--- config.mk ---
export PLATFORM = sky130hd
export DESIGN_NAME = lmk61e2_cfg_seq
export DESIGN_NICKNAME = d
export VERILOG_FILES = /design/src/rtl/lmk61e2_pkg.sv /design/src/rtl/lmk61e2_cfg_table.sv /design/src/rtl/lmk61e2_cfg_seq.sv
export SDC_FILE = /design/constraint.sdc
export NUM_CORES = 1
export LEC_CHECK = 0
export BUFFER_PORTS_ARGS = -buffer_cell sky130_fd_sc_hd__buf_2
export CORE_MARGIN = 5
export CORE_UTILIZATION = 45
export CTS_BUF_LIST = sky130_fd_sc_hd__clkbuf_16
export DETAILED_ROUTE_END_ITERATION = 10
export GPL_ROUTABILITY_DRIVEN = 0
export GPL_TIMING_DRIVEN = 0
export PLACE_DENSITY_LB_ADDON = 0.3
export SLEW_MARGIN = 15
export SYNTH_ARGS = -nofsm -noshare
export SYNTH_HDL_FRONTEND = slang
export SYNTH_SLANG_ARGS = --single-unit
--- constraint.sdc ---
create_clock -name clk -period 3.4 [get_ports clk]
set_clock_uncertainty 0.2 [all_clocks]
set_input_delay 0.51 -clock clk [delete_from_list [all_inputs] [get_ports clk]]
set_output_delay 0.51 -clock clk [all_outputs]
set_load 0.03 [all_outputs]
--- src/rtl/lmk61e2_pkg.sv ---
// lmk61e2_pkg: LMK61E2 register addresses, SWRST value, sequencer FSM states and table entry type
package lmk61e2_pkg;
  localparam logic [7:0] R21 = 8'd21;
  localparam logic [7:0] R22 = 8'd22;
  localparam logic [7:0] R23 = 8'd23;
  localparam logic [7:0] R25 = 8'd25;
  localparam logic [7:0] R26 = 8'd26;
  localparam logic [7:0] R72 = 8'd72;
  localparam logic [7:0] SWRST_VAL = 8'h02;
  typedef enum logic [2:0] {IDLE, WR, RD, NEXT, FAIL, DONE, ERROR} state_t;
  typedef struct packed {
    logic       rw;
    logic [7:0] addr;
    logic [7:0] data;
  } entry_t;
endpackage

--- src/rtl/lmk61e2_cfg_table.sv ---
// lmk61e2_cfg_table: combinational idx -> {rw, addr, data} register table; in idx/out_div/n_div, out ent and last (final valid index)
module lmk61e2_cfg_table import lmk61e2_pkg::*; #(
  parameter logic [7:0] OUT_FMT  = 8'h02,
  parameter bit         SW_RESET = 1'b1
) (
  input  logic [2:0]  idx,
  input  logic [8:0]  out_div,
  input  logic [11:0] n_div,
  output entry_t      ent,
  output logic [2:0]  last
);
  assign last = SW_RESET ? 3'd5 : 3'd4;
  always_comb begin
    ent = {1'b0, R21, OUT_FMT};
    case (idx)
      3'd1:    ent = {1'b0, R22, {7'b0, out_div[8]}};
      3'd2:    ent = {1'b0, R23, out_div[7:0]};
      3'd3:    ent = {1'b0, R25, {4'b0, n_div[11:8]}};
      3'd4:    ent = {1'b0, R26, n_div[7:0]};
      3'd5:    ent = {1'b0, R72, SWRST_VAL};
      default: ent = {1'b0, R21, OUT_FMT};
    endcase
  end
endmodule

--- src/rtl/lmk61e2_cfg_seq.sv ---
// lmk61e2_cfg_seq: LMK61E2 programming sequencer; start/out_div/n_div in, busy/done/error/err_index out, i2c_req/rw/reg/wdata to and i2c_done/nack/rdata from the shared I2C master
module lmk61e2_cfg_seq import lmk61e2_pkg::*; #(
  parameter logic [7:0]  OUT_FMT     = 8'h02,
  parameter bit          VERIFY      = 1'b1,
  parameter int unsigned MAX_RETRY   = 3,
  parameter int unsigned TIMEOUT_CYC = 65535,
  parameter bit          SW_RESET    = 1'b1
) (
  input  logic        clk,
  input  logic        reset,
  input  logic        start,
  input  logic [8:0]  out_div,
  input  logic [11:0] n_div,
  output logic        busy,
  output logic        done,
  output logic        error,
  output logic [2:0]  err_index,
  output logic        i2c_req,
  output logic        i2c_rw,
  output logic [7:0]  i2c_reg,
  output logic [7:0]  i2c_wdata,
  input  logic        i2c_done,
  input  logic        i2c_nack,
  input  logic [7:0]  i2c_rdata
);
  state_t      state;
  logic [8:0]  od_q;
  logic [11:0] nd_q;
  logic [2:0]  idx, last, tidx;
  logic [3:0]  retry;
  logic [15:0] tcnt;
  entry_t      ent;
  assign tidx = state == NEXT ? idx + 3'd1 : idx;
  lmk61e2_cfg_table #(.OUT_FMT(OUT_FMT), .SW_RESET(SW_RESET)) u_table (
    .idx(tidx), .out_div(od_q), .n_div(nd_q), .ent(ent), .last(last)
  );
  always_ff @(posedge clk) begin
    if (reset) begin
      state <= IDLE;
      {busy, done, error, err_index} <= '0;
      {i2c_req, i2c_rw, i2c_reg, i2c_wdata} <= '0;
      {od_q, nd_q, idx, retry, tcnt} <= '0;
    end else begin
      done <= 1'b0;
      case (state)
        IDLE, DONE, ERROR: if (start) begin
          state <= WR;
          busy <= 1'b1;
          {error, err_index, idx, retry} <= '0;
          od_q <= out_div;
          nd_q <= n_div;
        end
        WR, RD: begin
          if (!i2c_req) begin
            {i2c_req, i2c_rw, i2c_reg, i2c_wdata} <= {1'b1, state == RD, ent.addr, ent.data};
            tcnt <= '0;
          end else if (i2c_done) begin
            i2c_req <= 1'b0;
            if (state == WR) state <= i2c_nack ? FAIL : (VERIFY && idx < 3'd5) ? RD : NEXT;
            else state <= (i2c_nack || i2c_rdata != ent.data) ? FAIL : NEXT;
          end else if (tcnt == 16'(TIMEOUT_CYC - 1)) begin
            i2c_req <= 1'b0;
            state <= FAIL;
          end else tcnt <= tcnt + 16'd1;
        end
        NEXT: if (idx == last) begin
          state <= DONE;
          busy <= 1'b0;
          done <= 1'b1;
        end else begin
          idx <= idx + 3'd1;
          retry <= '0;
          state <= WR;
          {i2c_req, i2c_rw, i2c_reg, i2c_wdata} <= {1'b1, ent.rw, ent.addr, ent.data};
          tcnt <= '0;
        end
        FAIL: if (retry < 4'(MAX_RETRY)) begin
          retry <= retry + 4'd1;
          state <= WR;
          {i2c_req, i2c_rw, i2c_reg, i2c_wdata} <= {1'b1, ent.rw, ent.addr, ent.data};
          tcnt <= '0;
        end else begin
          state <= ERROR;
          busy <= 1'b0;
          error <= 1'b1;
          err_index <= idx;
        end
        default: state <= IDLE;
      endcase
    end
  end
endmodule

==> reports/metrics.yaml, run 1 <==
power:
  power.share.switching_pct: 36.1
  seqPwrFrac_pct: 33.0
  power_frac_clock_pct: 33.9
  comb_power_share_pct: 33.2
  power.total_uw: 3120
  irDropWorstVdd_uv: 348
  power.switching_uw: 1130
  power.density_nw_per_um2: 747
  power.leakage_uw: 0.00178
  internal_cell_power_uw: 2000
clock_network:
  post-cts-setup-buffer-count: 0
  cts.path.max_buffers: 2
  clk-insertion-delay-late_ps: 340
  clock_sinks: 69
  clkTransAtPathRegs_ps: 60
  cts_root_buffer: "sky130_fd_sc_hd__clkbuf_16"
  tritoncts_buffer_count: 9
  cts-htree-levels: 3
  cts-resized-gates: 0
  hold_bufs_inserted_after_cts: 0
  cts_tree: "built"
critical_path:
  critical_path.slowest_cell: "sky130_fd_sc_hd__dfxtp_1"
  crit-reg2reg-capture: "state[1]"
  worst-r2r-cell-count: 13
  worstPathMaxFanout: 10
  worst_ep_required_time_ps: 3400
  rr_startpoint: "state[2]"
  critPathLaunchType: "flop"
  r2r_setup_slack_ps: 260
  max_stage_delay_ps: 420
  critical_path_class: "flop to flop"
  cells_along_the_critical_path: "nand3b_4, inv_2, ha_1, buf_2, buf_2, clkbuf_2, nand4_1, a221oi_1, a211oi_1, nand4_1, o22ai_1, a31oi_1, nor3_2"
  critPathCaptureType: "flop"
  critical_path_arrival_ps: 3130
synth:
  synthCells: 433
  synth.avg_cell_area_sq_um: 7.94
  synth.distinct_cells: 62
  synth.mux.area_fraction_pct: 1.20
  synthesized_area_fraction_occupied_by_ao_oa_aoi_and_oai_cells_pct: 18.6
  synth_simple_gate_area_share_pct: 28.4
  main_combinational_cell_family_by_area_after_synthesis: "simple AND/OR/NAND/NOR gates"
  synthesis.area_sq_um: 3440
  synth_ff_type: "sky130_fd_sc_hd__dfxtp_1"
  synth_enable_flop_cells: 0
  synth-warning-count: 0
  synth.yosys.seq_area_share_pct: 40.2
  ys_async_rst_share_pct: 0
  synthXorXnorAreaFrac_pct: 4.00
  post_synthesis_share_of_cell_area_spent_on_full_adders_half_adders_and_majority_gates_pct: 2.47
  synth.ff_latch_count: 69
detailed_routing:
  drtIter0Drc: 268
  postRouteWirelength_um: 9040
  dr.pass1.iters: 4
  viasPerCell: 5.43
  wl_per_cell_um: 15.0
  route.antenna.remaining_nets: 0
  overall_via_count_from_detail_route: 3278
  route.detailed.drc: 0
global_route:
  first_pass_grt_wire_length_um: 15300
  grt_antenna_before_repair: 0
  first_global_vias: 3285
  grt_util_all_layers_pct: 19.4
  grt-ovfl-total: 0
  grt_max_degree: 13
sta:
  worst_pin_slew_ps: 591
  setup_viol: 0
  slew_violations: 0
  rsz_0062_raised_after_global_routing: "false"
  highest_achievable_clock_rate_mhz: 319
  fin_setup_tns_ps: 0
  finalWorstPathRequiredPeriod_ps: 3140
  layout_worst_path_cycle_share_pct: 92.2
  final-hold-violation-count: 0
  max_slew_margin_pct: 59.6
layout:
  final_design_area_no_fill_sq_um: 4180
  area.growth.synth_to_final_pct: 21.6
  seqCellArea_sq_um: 1380
  fill_cells: 681
  reg_top3: "tcnt (16), nd_q (12), od_q (9)"
  antenna_cells: 0
  registers.top_by_ff_count: "tcnt"
  number_of_nets_in_the_final_layout: 540
  drive_gt1_share_pct: 20.0
  multi_input_area_sq_um: 1890
  largest_register_ff_count: 16
hold_path:
  worstHoldPathType: "input port to flop"
  worst_hold_path.num_cells: 3
  hold_path_end: "nd_q[9]"
  hold_path_startpoint: "n_div[9]"
floorplanning:
  placeableCoreArea_sq_um: 7330
  initial_core_util_pct: 46.9
  rows: 31
  die-width_um: 97.4
  floorplan.die_area_sq_um: 9490
  boundaryPins: 58
  die_y_um: 97.4
outcome:
  status: "finished clean"
job:
  cap_violations: 0
placement:
  dpl_cell_area_sq_um: 3840
  dpl.hpwl_um: 6710
  portbufs: 55
==> power groups by stage <==
stage,clock [uW],combinational (uW),sequential (uW)
CTS,1070,1040,1030
detailed placement,0,1030,1040
floorplan,0,675,1120
finish,1060,1040,1030
global route,1100,1160,1040
global placement,0,1000,1040
==> worst max path at each step <==
stage,from,end,slack (ps),cells past startpoint
6_report,state[2],state[1],260,13
4_1_cts,state[2],state[1],150,13
2_1_floorplan,state[1],state[1],620,14
5_1_grt,state[2],state[2],30,12
3_5_place_dp,state[2],state[1],160,13
3_3_place_gp,state[2],state[1],200,13
==> final cells by class <==
type | instances | area share [%]
Timing Repair Buffer | 55 | 6.58
Clock inverter | 7 | 2.72
Buffer | 27 | 3.17
Clock buffer | 9 | 5.38
Multi-Input combinational cell | 327 | 45.2
Sequential cell | 69 | 33.0
Tap cell | 99 | 2.96
Inverter | 11 | 0.987
==> worst max-delay path: cells and delay by family, from the launching register on <==
family	cells	cell delay [ps]
flops	1	420
buf+inv	4	750
compound gates	4	720
simple gates	4	630
fa+ha+maj	1	270
==> Yosys cell counts (all sizes together) (3+ instances only) <==
| cell | n | area share, % |
|---|---|---|
| a21oi | 45 | 6.5 |
| xor2 | 7 | 2.0 |
| buf | 15 | 2.5 |
| a21o | 4 | 0.87 |
| clkbuf | 12 | 1.3 |
| nand2b | 6 | 1.1 |
| a211oi | 7 | 1.7 |
| nor3 | 21 | 3.3 |
| a22oi | 3 | 0.65 |
| xnor2 | 7 | 2.0 |
| mux2i | 3 | 0.87 |
| a31oi | 5 | 1.1 |
| nand3 | 12 | 1.7 |
| o211a | 3 | 0.87 |
| o22ai | 6 | 1.1 |
| or3 | 4 | 0.73 |
| ha | 6 | 2.2 |
| and3 | 3 | 0.55 |
| nand2 | 79 | 8.6 |
| nor2 | 44 | 5.0 |
| inv | 11 | 1.2 |
| nand4 | 14 | 2.7 |
| dfxtp | 69 | 40 |
| o21ai | 10 | 1.6 |
==> through the flow <==
step                      setup slack, ps  instances  hold WS [ps]  util [%]
after floorplan                       620        434           231         -
after global placement                199        588           241      52.4
after detailed placement              157        588           244      52.4
after CTS                             147        604           208      57.0
after global routing                 30.4        604           213      57.1
final                                 265        604           207      57.1
==> cells by family after synthesis <==
kind of cell,Yosys count
flip-flops,69
multiplexers,4
AND/OR/NAND/NOR,200
adder cells (fa/ha/maj),7
buffers and inverters,38
AO/OA/AOI/OAI,100
other,1
XOR/XNOR,14
==> cell usage in the layout, fill, tap and decap left out, drive strengths merged, types with 3 or more instances in the layout <==
cell	synthesis	routed
o21ai	10	10
nor2	44	44
buf	15	69
or3	4	4
clkinv	0	3
xor2	7	7
nor3	21	21
a211oi	7	7
mux2i	3	3
o22ai	6	6
nand4	14	14
o211a	3	3
xnor2	7	7
and3	3	3
a22oi	3	3
ha	6	6
dfxtp	69	69
nand2	79	79
a31oi	5	5
clkbuf	12	22
nand2b	6	6
nand3	12	12
bufinv	0	3
a21o	4	4
inv	11	11
a21oi	45	45
==> metal layers <==
| layer | global-route usage, % | wire length (um) | up-vias |
|---|---|---|---|
| met5 | 0 | 0 | - |
| met4 | 7.03 | 135 | 0 |
| met3 | 5.10 | 644 | 13 |
| met2 | 32.2 | 4270 | 104 |
| met1 | 24.3 | 3990 | 1512 |
| li1 | - | - | 1649 |
(Power assumes the default switching activity.)
==> run 2, diff against run 1 <==
Settings changed: CORE_MARGIN 5 to 4.
==> run 2 against run 1 <==
Net effect: combinational power is essentially flat; utilization shrank 0.31 points; register-to-register slack lost 90 ps; sequential power is essentially flat; first-iteration DRC count grew 19%; worst setup slack lost 86 ps; critical path depth shrank 1; critical path type unchanged; largest power group is now registers.
==> reports/metrics.yaml, run 2 (same netlist as run 1, synthesis figures left out) <==
job:
  cap_violations: 0
floorplanning:
  rows: 31
  die_y_um: 95.4
  floorplan.die_area_sq_um: 9110
  boundaryPins: 58
  die-width_um: 95.4
  initial_core_util_pct: 46.9
  placeableCoreArea_sq_um: 7330
critical_path:
  cells_along_the_critical_path: "inv_2, ha_1, nand4b_1, a21boi_2, buf_2, nand4_1, nand3_1, nor4bb_1, nand4_1, nor2_1, o22ai_1, a31oi_1"
  rr_startpoint: "idx[1]"
  top_cell_family_by_delay_on_the_critical_path: "simple AND/OR/NAND/NOR gates"
  worstPathBufferInverterCount: 2
  critPathLaunchType: "flop"
  critical_path_arrival_ps: 3270
  critical_path_class: "flop to flop"
  critPathCaptureType: "flop"
  max_stage_delay_ps: 530
  worst_ep_required_time_ps: 3450
  cp_common_cell: "sky130_fd_sc_hd__nand4_1"
  critical_path.slowest_cell: "sky130_fd_sc_hd__dfxtp_1"
  worstPathMaxFanout: 10
  worstSetupStartpoint: "idx[1]"
detailed_routing:
  postRouteWirelength_um: 8940
  route.detailed.drc: 0
  dr.pass1.iters: 5
  drtIter0Drc: 318
  viasPerCell: 5.55
  route.antenna.remaining_nets: 0
  overall_via_count_from_detail_route: 3355
  wl_per_cell_um: 14.8
clock_network:
  post-cts-setup-buffer-count: 0
  tritoncts_buffer_count: 9
  clk-insertion-delay-late_ps: 330
  cts_tree: "built"
  clkTransAtPathRegs_ps: 60
  cts.path.max_buffers: 2
  cts_root_buffer: "sky130_fd_sc_hd__clkbuf_16"
  cts-htree-levels: 3
  clock_sinks: 69
outcome:
  status: "finished clean"
global_route:
  grt-ovfl-total: 0
  grt_max_degree: 13
  grt_antenna_before_repair: 0
  first_pass_grt_wire_length_um: 14700
  grt_util_all_layers_pct: 20.7
  first_global_vias: 3128
layout:
  reg_top3: "tcnt (16), nd_q (12), od_q (9)"
  fill_cells: 705
  number_of_nets_in_the_final_layout: 540
  area.growth.synth_to_final_pct: 21.0
  drive_gt1_share_pct: 20.0
  registers.top_by_ff_count: "tcnt"
  layout.core_utilization_pct: 56.8
  antenna_cells: 0
  most_frequent_cells_in_the_layout: "sky130_fd_sc_hd__nand2_1, sky130_fd_sc_hd__dfxtp_1, sky130_fd_sc_hd__buf_2"
  largest_register_ff_count: 16
  layout.cells.most_common: "sky130_fd_sc_hd__nand2_1"
sta:
  slew_violations: 0
  max_slew_margin_pct: 54.8
  worst_pin_slew_ps: 679
  layout_worst_path_cycle_share_pct: 94.8
  final-hold-violation-count: 0
  fin_setup_tns_ps: 0
  setup_viol: 0
  finalWorstPathRequiredPeriod_ps: 3220
  rsz_0062_raised_after_global_routing: "false"
  highest_achievable_clock_rate_mhz: 310
power:
  irDropWorstVdd_uv: 348
  power.leakage_uw: 0.00177
  power.density_nw_per_um2: 735
hold_path:
  hold_path_startpoint: "out_div[1]"
  worstHoldPathType: "input port to flop"
placement:
  portbufs: 55
  dpl.hpwl_um: 6430
run 2: cell count changes in the layout (fill, tap and decap cells not counted):
cell,previous run,this run
sky130_fd_sc_hd__inv_1,9,10
sky130_fd_sc_hd__clkinvlp_4,1,2
sky130_fd_sc_hd__clkinv_1,2,1
sky130_fd_sc_hd__bufinv_16,3,2
run 2: layout make-up:
cell class | instances | area [sq um] | share of cell area (%)
Tap cell | 99 | 124 | 2.98
Clock inverter | 7 | 91.3 | 2.20
Clock buffer | 9 | 225 | 5.41
Timing Repair Buffer | 55 | 275 | 6.62
Multi-Input combinational cell | 327 | 1890 | 45.4
Buffer | 27 | 133 | 3.19
Inverter | 11 | 41.3 | 0.992
Sequential cell | 69 | 1380 | 33.2
run 2: worst paths after layout:
check | endpoint | slack (ps) | cells after the start
min reg2reg | i2c_wdata[4] | 250 | 2
min | od_q[1] | 210 | 3
max | state[0] | 180 | 12
max reg2reg | state[0] | 180 | 12
run 2: power by group:
| group | total, uW | internal [uW] | switching (uW) |
|---|---|---|---|
| clock network | 997 | 638 | 359 |
| logic | 1030 | 348 | 684 |
| registers | 1030 | 937 | 92.3 |
| total | 3060 | 1920 | 1140 |
run 2: stage by stage:
step	cells	instance area [sq um]	worst slack [ps]	hold slack, ps	total power, uW
floorplan	434	3440	620	231	1800
global placement	588	3840	200	241	2040
detailed placement	588	3840	147	247	2060
CTS	604	4160	124	208	3060
global route	604	4160	34.2	210	3250
finish	604	4160	178	207	3060
run 2: worst reg2reg max path, stage by stage (launching register included):
cell                       delay, ps
sky130_fd_sc_hd__dfxtp_1         530
sky130_fd_sc_hd__inv_2            90
sky130_fd_sc_hd__ha_1            310
sky130_fd_sc_hd__nand4b_1        200
sky130_fd_sc_hd__a21boi_2        270
sky130_fd_sc_hd__buf_2           270
sky130_fd_sc_hd__nand4_1         180
sky130_fd_sc_hd__nand3_1         110
sky130_fd_sc_hd__nor4bb_1        260
sky130_fd_sc_hd__nand4_1         220
sky130_fd_sc_hd__nor2_1          170
sky130_fd_sc_hd__o22ai_1         100
sky130_fd_sc_hd__a31oi_1         210
run 2: timing repair:
item | 4_1_cts | 5_1_grt
hold buffers | 0 | 0
resized for setup | 0 | 1
endpoints found under the setup margin | 0 | 3
run 2: routing by layer:
metal	GRT usage [%]	vias to the layer above	wire [um]
met5	0	-	0
met4	7.35	0	170
met3	5.60	21	661
met2	31.1	135	4030
met1	28.5	1543	4080
li1	-	1656	-
